$ cat config.mk
export PLATFORM = sky130hd
export DESIGN_NAME = seven_seg_scan_driver
export DESIGN_NICKNAME = d
export VERILOG_FILES = /design/src/rtl/seven_seg_pkg.sv /design/src/rtl/seven_seg_glyph_rom.sv /design/src/rtl/seven_seg_scan_driver.sv
export SDC_FILE = /design/constraint.sdc
export NUM_CORES = 1
export LEC_CHECK = 0
export ABC_AREA = 1
export CORE_MARGIN = 5
export CORE_UTILIZATION = 55
export DETAILED_ROUTE_END_ITERATION = 7
export HOLD_SLACK_MARGIN = 0.03
export PLACE_DENSITY_LB_ADDON = 0.05
export SETUP_SLACK_MARGIN = 0.15
export SKIP_LAST_GASP = 1
export SLEW_MARGIN = 20
export SYNTH_ARGS = -nofsm -noshare
export SYNTH_HDL_FRONTEND = slang
export SYNTH_SLANG_ARGS = --single-unit
$ cat constraint.sdc
create_clock -name clk -period 5.5 [get_ports clk]
set_input_delay 1.1 -clock clk [delete_from_list [all_inputs] [get_ports clk]]
set_output_delay 1.1 -clock clk [all_outputs]
set_load 0.005 [all_outputs]
$ cat src/rtl/seven_seg_pkg.sv
// rtl/seven_seg_pkg.sv - shared glyph codes, glyph table and scan FSM encoding
package seven_seg_pkg;

  localparam logic [4:0] CODE_BLANK = 5'd16;
  localparam logic [4:0] CODE_DASH  = 5'd17;

  typedef enum logic [1:0] {
    ST_IDLE  = 2'd0,
    ST_GUARD = 2'd1,
    ST_SHOW  = 2'd2
  } scan_state_e;

  // Segment order {a,b,c,d,e,f,g}, active-high; 16 and 18..31 are blank
  function automatic logic [6:0] glyph_lookup(input logic [4:0] code);
    logic [6:0] g;
    case (code)
      5'd0:      g = 7'b1111110;
      5'd1:      g = 7'b0110000;
      5'd2:      g = 7'b1101101;
      5'd3:      g = 7'b1111001;
      5'd4:      g = 7'b0110011;
      5'd5:      g = 7'b1011011;
      5'd6:      g = 7'b1011111;
      5'd7:      g = 7'b1110000;
      5'd8:      g = 7'b1111111;
      5'd9:      g = 7'b1111011;
      5'd10:     g = 7'b1110111;
      5'd11:     g = 7'b0011111;
      5'd12:     g = 7'b1001110;
      5'd13:     g = 7'b0111101;
      5'd14:     g = 7'b1001111;
      5'd15:     g = 7'b1000111;
      CODE_DASH: g = 7'b0000001;
      default:   g = 7'b0000000;
    endcase
    return g;
  endfunction

endpackage

$ cat src/rtl/seven_seg_glyph_rom.sv
// rtl/seven_seg_glyph_rom.sv - combinational 5-bit glyph code to 7-segment decode
module seven_seg_glyph_rom
  import seven_seg_pkg::*;
(
  input  logic [4:0] code,
  output logic [6:0] seg
);

  assign seg = glyph_lookup(code);

endmodule

$ cat src/rtl/seven_seg_scan_driver.sv
// rtl/seven_seg_scan_driver.sv - multiplexed N-digit seven-segment driver with
// blank guard per slot and frame-boundary content update
module seven_seg_scan_driver
  import seven_seg_pkg::*;
#(
  parameter int NUM_DIGITS     = 4,
  parameter int REFRESH_DIV    = 12000,
  parameter int BLANK_CYCLES   = 200,
  parameter bit SEG_ACTIVE_LOW = 1'b0,
  parameter bit DIG_ACTIVE_LOW = 1'b1
) (
  input  logic                    clk,
  input  logic                    rst_n,
  input  logic                    enable,
  input  logic                    load_valid,
  output logic                    load_ready,
  input  logic [5*NUM_DIGITS-1:0] load_codes,
  input  logic [NUM_DIGITS-1:0]   load_dp,
  output logic [6:0]              seg,
  output logic                    dp,
  output logic [NUM_DIGITS-1:0]   dig,
  output logic                    frame_start
);

  localparam int CNT_W = $clog2(REFRESH_DIV);
  localparam int IDX_W = (NUM_DIGITS > 1) ? $clog2(NUM_DIGITS) : 1;

  localparam logic [CNT_W-1:0] GUARD_LAST = CNT_W'(BLANK_CYCLES - 1);
  localparam logic [CNT_W-1:0] SLOT_LAST  = CNT_W'(REFRESH_DIV - 1);
  localparam logic [IDX_W-1:0] IDX_LAST   = IDX_W'(NUM_DIGITS - 1);

  localparam logic [6:0]            SEG_OFF = {7{SEG_ACTIVE_LOW}};
  localparam logic [NUM_DIGITS-1:0] DIG_OFF = {NUM_DIGITS{DIG_ACTIVE_LOW}};
  localparam logic [5*NUM_DIGITS-1:0] CODES_RST = {NUM_DIGITS{CODE_BLANK}};

  scan_state_e             state_q, state_d;
  logic [CNT_W-1:0]        cnt_q, cnt_d;
  logic [IDX_W-1:0]        idx_q, idx_d;

  logic [5*NUM_DIGITS-1:0] act_codes_q, act_codes_d;
  logic [NUM_DIGITS-1:0]   act_dp_q, act_dp_d;
  logic [5*NUM_DIGITS-1:0] pend_codes_q, pend_codes_d;
  logic [NUM_DIGITS-1:0]   pend_dp_q, pend_dp_d;
  logic                    pend_q, pend_d;

  logic                    load_ready_q, load_ready_d;
  logic [6:0]              seg_q, seg_d;
  logic                    dp_q, dp_d;
  logic [NUM_DIGITS-1:0]   dig_q, dig_d;
  logic                    frame_start_q, frame_start_d;

  logic [4:0]              cur_code;
  logic [6:0]              cur_glyph;
  logic                    frame_edge;
  logic                    show;

  assign cur_code = act_codes_q[5*int'(idx_q) +: 5];

  seven_seg_glyph_rom u_glyph_rom (
    .code (cur_code),
    .seg  (cur_glyph)
  );

  // First GUARD cycle of digit 0 is the only point where content may change
  assign frame_edge = (state_q == ST_GUARD) && (idx_q == '0) && (cnt_q == '0);
  assign show       = enable && (state_q == ST_SHOW);

  always_comb begin
    state_d = state_q;
    cnt_d   = cnt_q;
    idx_d   = idx_q;
    if (!enable) begin
      state_d = ST_IDLE;
      cnt_d   = '0;
      idx_d   = '0;
    end else begin
      case (state_q)
        ST_IDLE: begin
          state_d = ST_GUARD;
          cnt_d   = '0;
          idx_d   = '0;
        end
        ST_GUARD: begin
          cnt_d = cnt_q + CNT_W'(1);
          if (cnt_q == GUARD_LAST) state_d = ST_SHOW;
        end
        ST_SHOW: begin
          if (cnt_q == SLOT_LAST) begin
            state_d = ST_GUARD;
            cnt_d   = '0;
            idx_d   = (idx_q == IDX_LAST) ? '0 : idx_q + IDX_W'(1);
          end else begin
            cnt_d = cnt_q + CNT_W'(1);
          end
        end
        default: begin
          state_d = ST_IDLE;
          cnt_d   = '0;
          idx_d   = '0;
        end
      endcase
    end
  end

  // Capture needs load_ready_q, which is low whenever pending is set, so a
  // capture and an apply can never happen in the same cycle.
  always_comb begin
    act_codes_d  = act_codes_q;
    act_dp_d     = act_dp_q;
    pend_codes_d = pend_codes_q;
    pend_dp_d    = pend_dp_q;
    pend_d       = pend_q;
    if (pend_q && ((state_q == ST_IDLE) || frame_edge)) begin
      act_codes_d = pend_codes_q;
      act_dp_d    = pend_dp_q;
      pend_d      = 1'b0;
    end else if (load_valid && load_ready_q) begin
      pend_codes_d = load_codes;
      pend_dp_d    = load_dp;
      pend_d       = 1'b1;
    end
    load_ready_d = !pend_d;
  end

  always_comb begin
    seg_d         = (show ? cur_glyph : 7'b0) ^ SEG_OFF;
    dp_d          = (show && act_dp_q[idx_q]) ^ SEG_ACTIVE_LOW;
    dig_d         = (show ? (NUM_DIGITS'(1) << idx_q) : '0) ^ DIG_OFF;
    frame_start_d = enable && frame_edge;
  end

  always_ff @(posedge clk or negedge rst_n) begin
    if (!rst_n) begin
      state_q       <= ST_IDLE;
      cnt_q         <= '0;
      idx_q         <= '0;
      act_codes_q   <= CODES_RST;
      act_dp_q      <= '0;
      pend_codes_q  <= CODES_RST;
      pend_dp_q     <= '0;
      pend_q        <= 1'b0;
      load_ready_q  <= 1'b1;
      seg_q         <= SEG_OFF;
      dp_q          <= SEG_ACTIVE_LOW;
      dig_q         <= DIG_OFF;
      frame_start_q <= 1'b0;
    end else begin
      state_q       <= state_d;
      cnt_q         <= cnt_d;
      idx_q         <= idx_d;
      act_codes_q   <= act_codes_d;
      act_dp_q      <= act_dp_d;
      pend_codes_q  <= pend_codes_d;
      pend_dp_q     <= pend_dp_d;
      pend_q        <= pend_d;
      load_ready_q  <= load_ready_d;
      seg_q         <= seg_d;
      dp_q          <= dp_d;
      dig_q         <= dig_d;
      frame_start_q <= frame_start_d;
    end
  end

  assign load_ready  = load_ready_q;
  assign seg         = seg_q;
  assign dp          = dp_q;
  assign dig         = dig_q;
  assign frame_start = frame_start_q;

endmodule

==> results_dict.tcl <==
set metrics [dict create \
    clk_pin_slew_worst_paths_ns 0.07 \
    grt_pass1_wl_um 13300 \
    switchingPower_uw 821 \
    highest_layer "met4" \
    max_clock_freq_ghz 0.363 \
    antenna_found_initial 0 \
    hp-class "reg -> reg" \
    synth_most_common_cell "nand2_1" \
    synth_top_cell_area_share 0.427 \
    dieArea_um2 9040 \
    fin_crit_ns 2.75 \
    pwr-share-seq 0.435 \
    ys_types 28 \
    syn_nets 528 \
    cp_max_fo 50 \
    setup_violations 0 \
    fin_skew_ns 0.0164 \
    drtPass1Iterations 5 \
    crit_required_ns 5.74 \
    ir_drop_mv 0.344 \
    num_rows 31 \
    clkSinkCount 81 \
    worst_slew_pin_slew_ns 0.756 \
    core_area_um2 7140 \
    max_cap_viol_count 0 \
    dieWidth_um 95.1 \
    cpLargestDelayFamily "simple AND/OR/NAND/NOR gates" \
    end_kind "flip-flop" \
    grt_max_degree 82 \
    synth.area.top_cells "dfrtp_1, nand2_1, nand3_1" \
    drt_iter0_markers 120 \
    power_density_nw_per_um2 462 \
    portBuffers 41 \
    rsz0062_at_grt "no" \
    slew_violations 0 \
    total_power_uw 2120 \
    cts_buffers 9 \
    run_status "completed" \
    vias_per_cell 4.84 \
    p_leak_uw 0.00228 \
    cts_setup_buffers 0 \
    arrival_ns 2.99 \
    min_period_over_period 0.501 \
    criticalPathCategory "reg -> reg" \
    ant_nets 0 \
    io_pins 42 \
    route.layer.met1.wl_um 3670 \
    drc_errors 0 \
    place_inst 606 \
    clock_latency_ns 0.35 \
    cts_resized 0 \
    combPwrFrac 0.364 \
    switching_share 0.388 \
    cts_tree "done" \
    holdWs_ns 0.464 \
    async_flop_share 1.00 \
    ys_seq_area_frac 0.513 \
    first_global_vias 2985 \
    syn_area_um2 3980 \
    internal_power_uw 1300 \
    fin_nets 562 \
    max_slew_margin 0.491 \
    synth_cells 484 \
    fp.dieH_um 95.1 \
    hold_violations 0 \
    critPathMostFrequentCell "nand2_1" \
    num_vias 3009 \
    area_delta_synth_final_pct 15.2 \
    place.gp.congestion 0.831 \
    grt-ovfl-total 0 \
    ctsHoldBuffers 0 \
    initial_core_util 0.558 \
    final.setup.tns_ns 0 \
    synth_ff_type "dfrtp_1" \
    avgRoutedWirePerCell_um 12.0 \
    fin_cells 622 \
    crit_path_max_incr_delay_ns 0.70 \
    routed-wl-met3_um 274 \
    dpl.hpwl_um 5200 \
    startpoint_type "flip-flop" \
    drive_gt1_frac 0.0784 \
    routed_wl_um 7440 \
    routed-wl-met2_um 3450 \
    synth_largest_area_cell "dfrtp_1" \
    clockBufferDepth 2 \
    htreeDepth 3 \
    grt_use_total 0.187 \
    worst_path_max_delay_cell "dfrtp_1" \
    avgSynthCellArea_um2 8.23 \
    synth_warnings 0 \
    crit_chain "inv_2 -> ha_1 -> nand2_1 -> inv_1 -> nand3_1 -> nand2_2 -> nand2_4 -> nand2_4 -> nand2_1 -> nand2_1" \
    worst-path-buf-inv 2 \
    clkPwrFrac 0.201 \
    ys_seq_elements 81 \
    cts-root-buf "clkbuf_8" \
    synth_edf_count 0 \
    diodes 0 \
    synth_commonest_cells "nand2_1, nand3_1, dfrtp_1, nor2_1, inv_1" \
]
-- through the flow --
stage                     instance area (um2)  worst slack, ns   util
after floorplan                          3980             3.61      -
after global placement                   4390             2.84  0.615
after detailed placement                 4390             2.73  0.615
after CTS                                4580             2.71  0.642
after global routing                     4590             2.41  0.643
final                                    4590             2.75  0.643
-- state kept, by name (all words and copies together), names as in the netlist --
| signal | cells |
|---|---|
| act_codes_q | 20 |
| pend_codes_q | 20 |
| cnt_q | 14 |
| seg | 7 |
| act_dp_q | 4 |
| dig | 4 |
| pend_dp_q | 4 |
| idx_q | 2 |
| state_q | 2 |
| dp | 1 |
| frame_start | 1 |
| load_ready | 1 |
| pend_q | 1 |
-- worst reg2reg max path, cell delays in order, from the launching register on --
cell,delay (ns)
dfrtp_1,0.70
inv_2,0.21
ha_1,0.28
nand2_1,0.07
inv_1,0.04
nand3_1,0.08
nand2_2,0.28
nand2_4,0.52
nand2_4,0.28
nand2_1,0.14
nand2_1,0.05
-- placed cells by master, fill, tap and decap left out, drive strengths merged, types with 6 or more instances in the layout --
master	count
nand2	175
nand3	71
dfrtp	68
nor2	44
clkdlybuf4s50	40
inv	35
ha	16
o21ai	14
dfstp	13
clkbuf	13
xor2	8
a21oi	8
nor3	6
-- final cells by class --
cell class | count | area [um2]
fillers | 632 | 2550
well taps | 99 | 124
clock inverters | 3 | 42.5
clock buffers | 13 | 149
inverters | 35 | 131
flip-flops and latches | 81 | 2040
multi-input cells | 349 | 1680
repair buffers | 42 | 419
-- power by group through the flow --
| stage | logic [uW] | clock network (uW) | registers (uW) |
|---|---|---|---|
| CTS | 781 | 437 | 923 |
| global route | 906 | 463 | 946 |
| finish | 770 | 426 | 921 |
| global placement | 753 | 0 | 939 |
| floorplan | 650 | 0 | 892 |
| detailed placement | 777 | 0 | 933 |
-- final timing paths --
check                                           start                      endpoint  slack (ns)  depth (start not counted)
max in group asynchronous                       rst_n  pend_codes_q[15]$_DFFE_PN0P_        4.25                          1
max reg2reg                      idx_q[0]$_DFFE_PN0P_      pend_dp_q[3]$_DFFE_PN0P_        2.75                         10
min in group asynchronous                       rst_n           cnt_q[12]$_DFF_PN0_        0.77                          1
min reg2reg                act_codes_q[4]$_DFFE_PN1P_    act_codes_q[4]$_DFFE_PN1P_        0.46                          2
max                              idx_q[0]$_DFFE_PN0P_      pend_dp_q[3]$_DFFE_PN0P_        2.75                         10
min                        act_codes_q[4]$_DFFE_PN1P_    act_codes_q[4]$_DFFE_PN1P_        0.46                          2
-- metal layers --
metal | vias up | GRT usage
li1 | 1592 | -
met2 | 51 | 0.291
met5 | - | 0
met3 | 3 | 0.0434
met1 | 1363 | 0.252
met4 | 0 | 0.0805
-- cells by family after synthesis --
group	share of synthesized area
xor+xnor	0.0198
simple gates	0.318
fa+ha+maj	0.0503
flops	0.513
buf+inv	0.0657
compound gates	0.0330
Note: power is estimated with default switching activity, not from simulation.
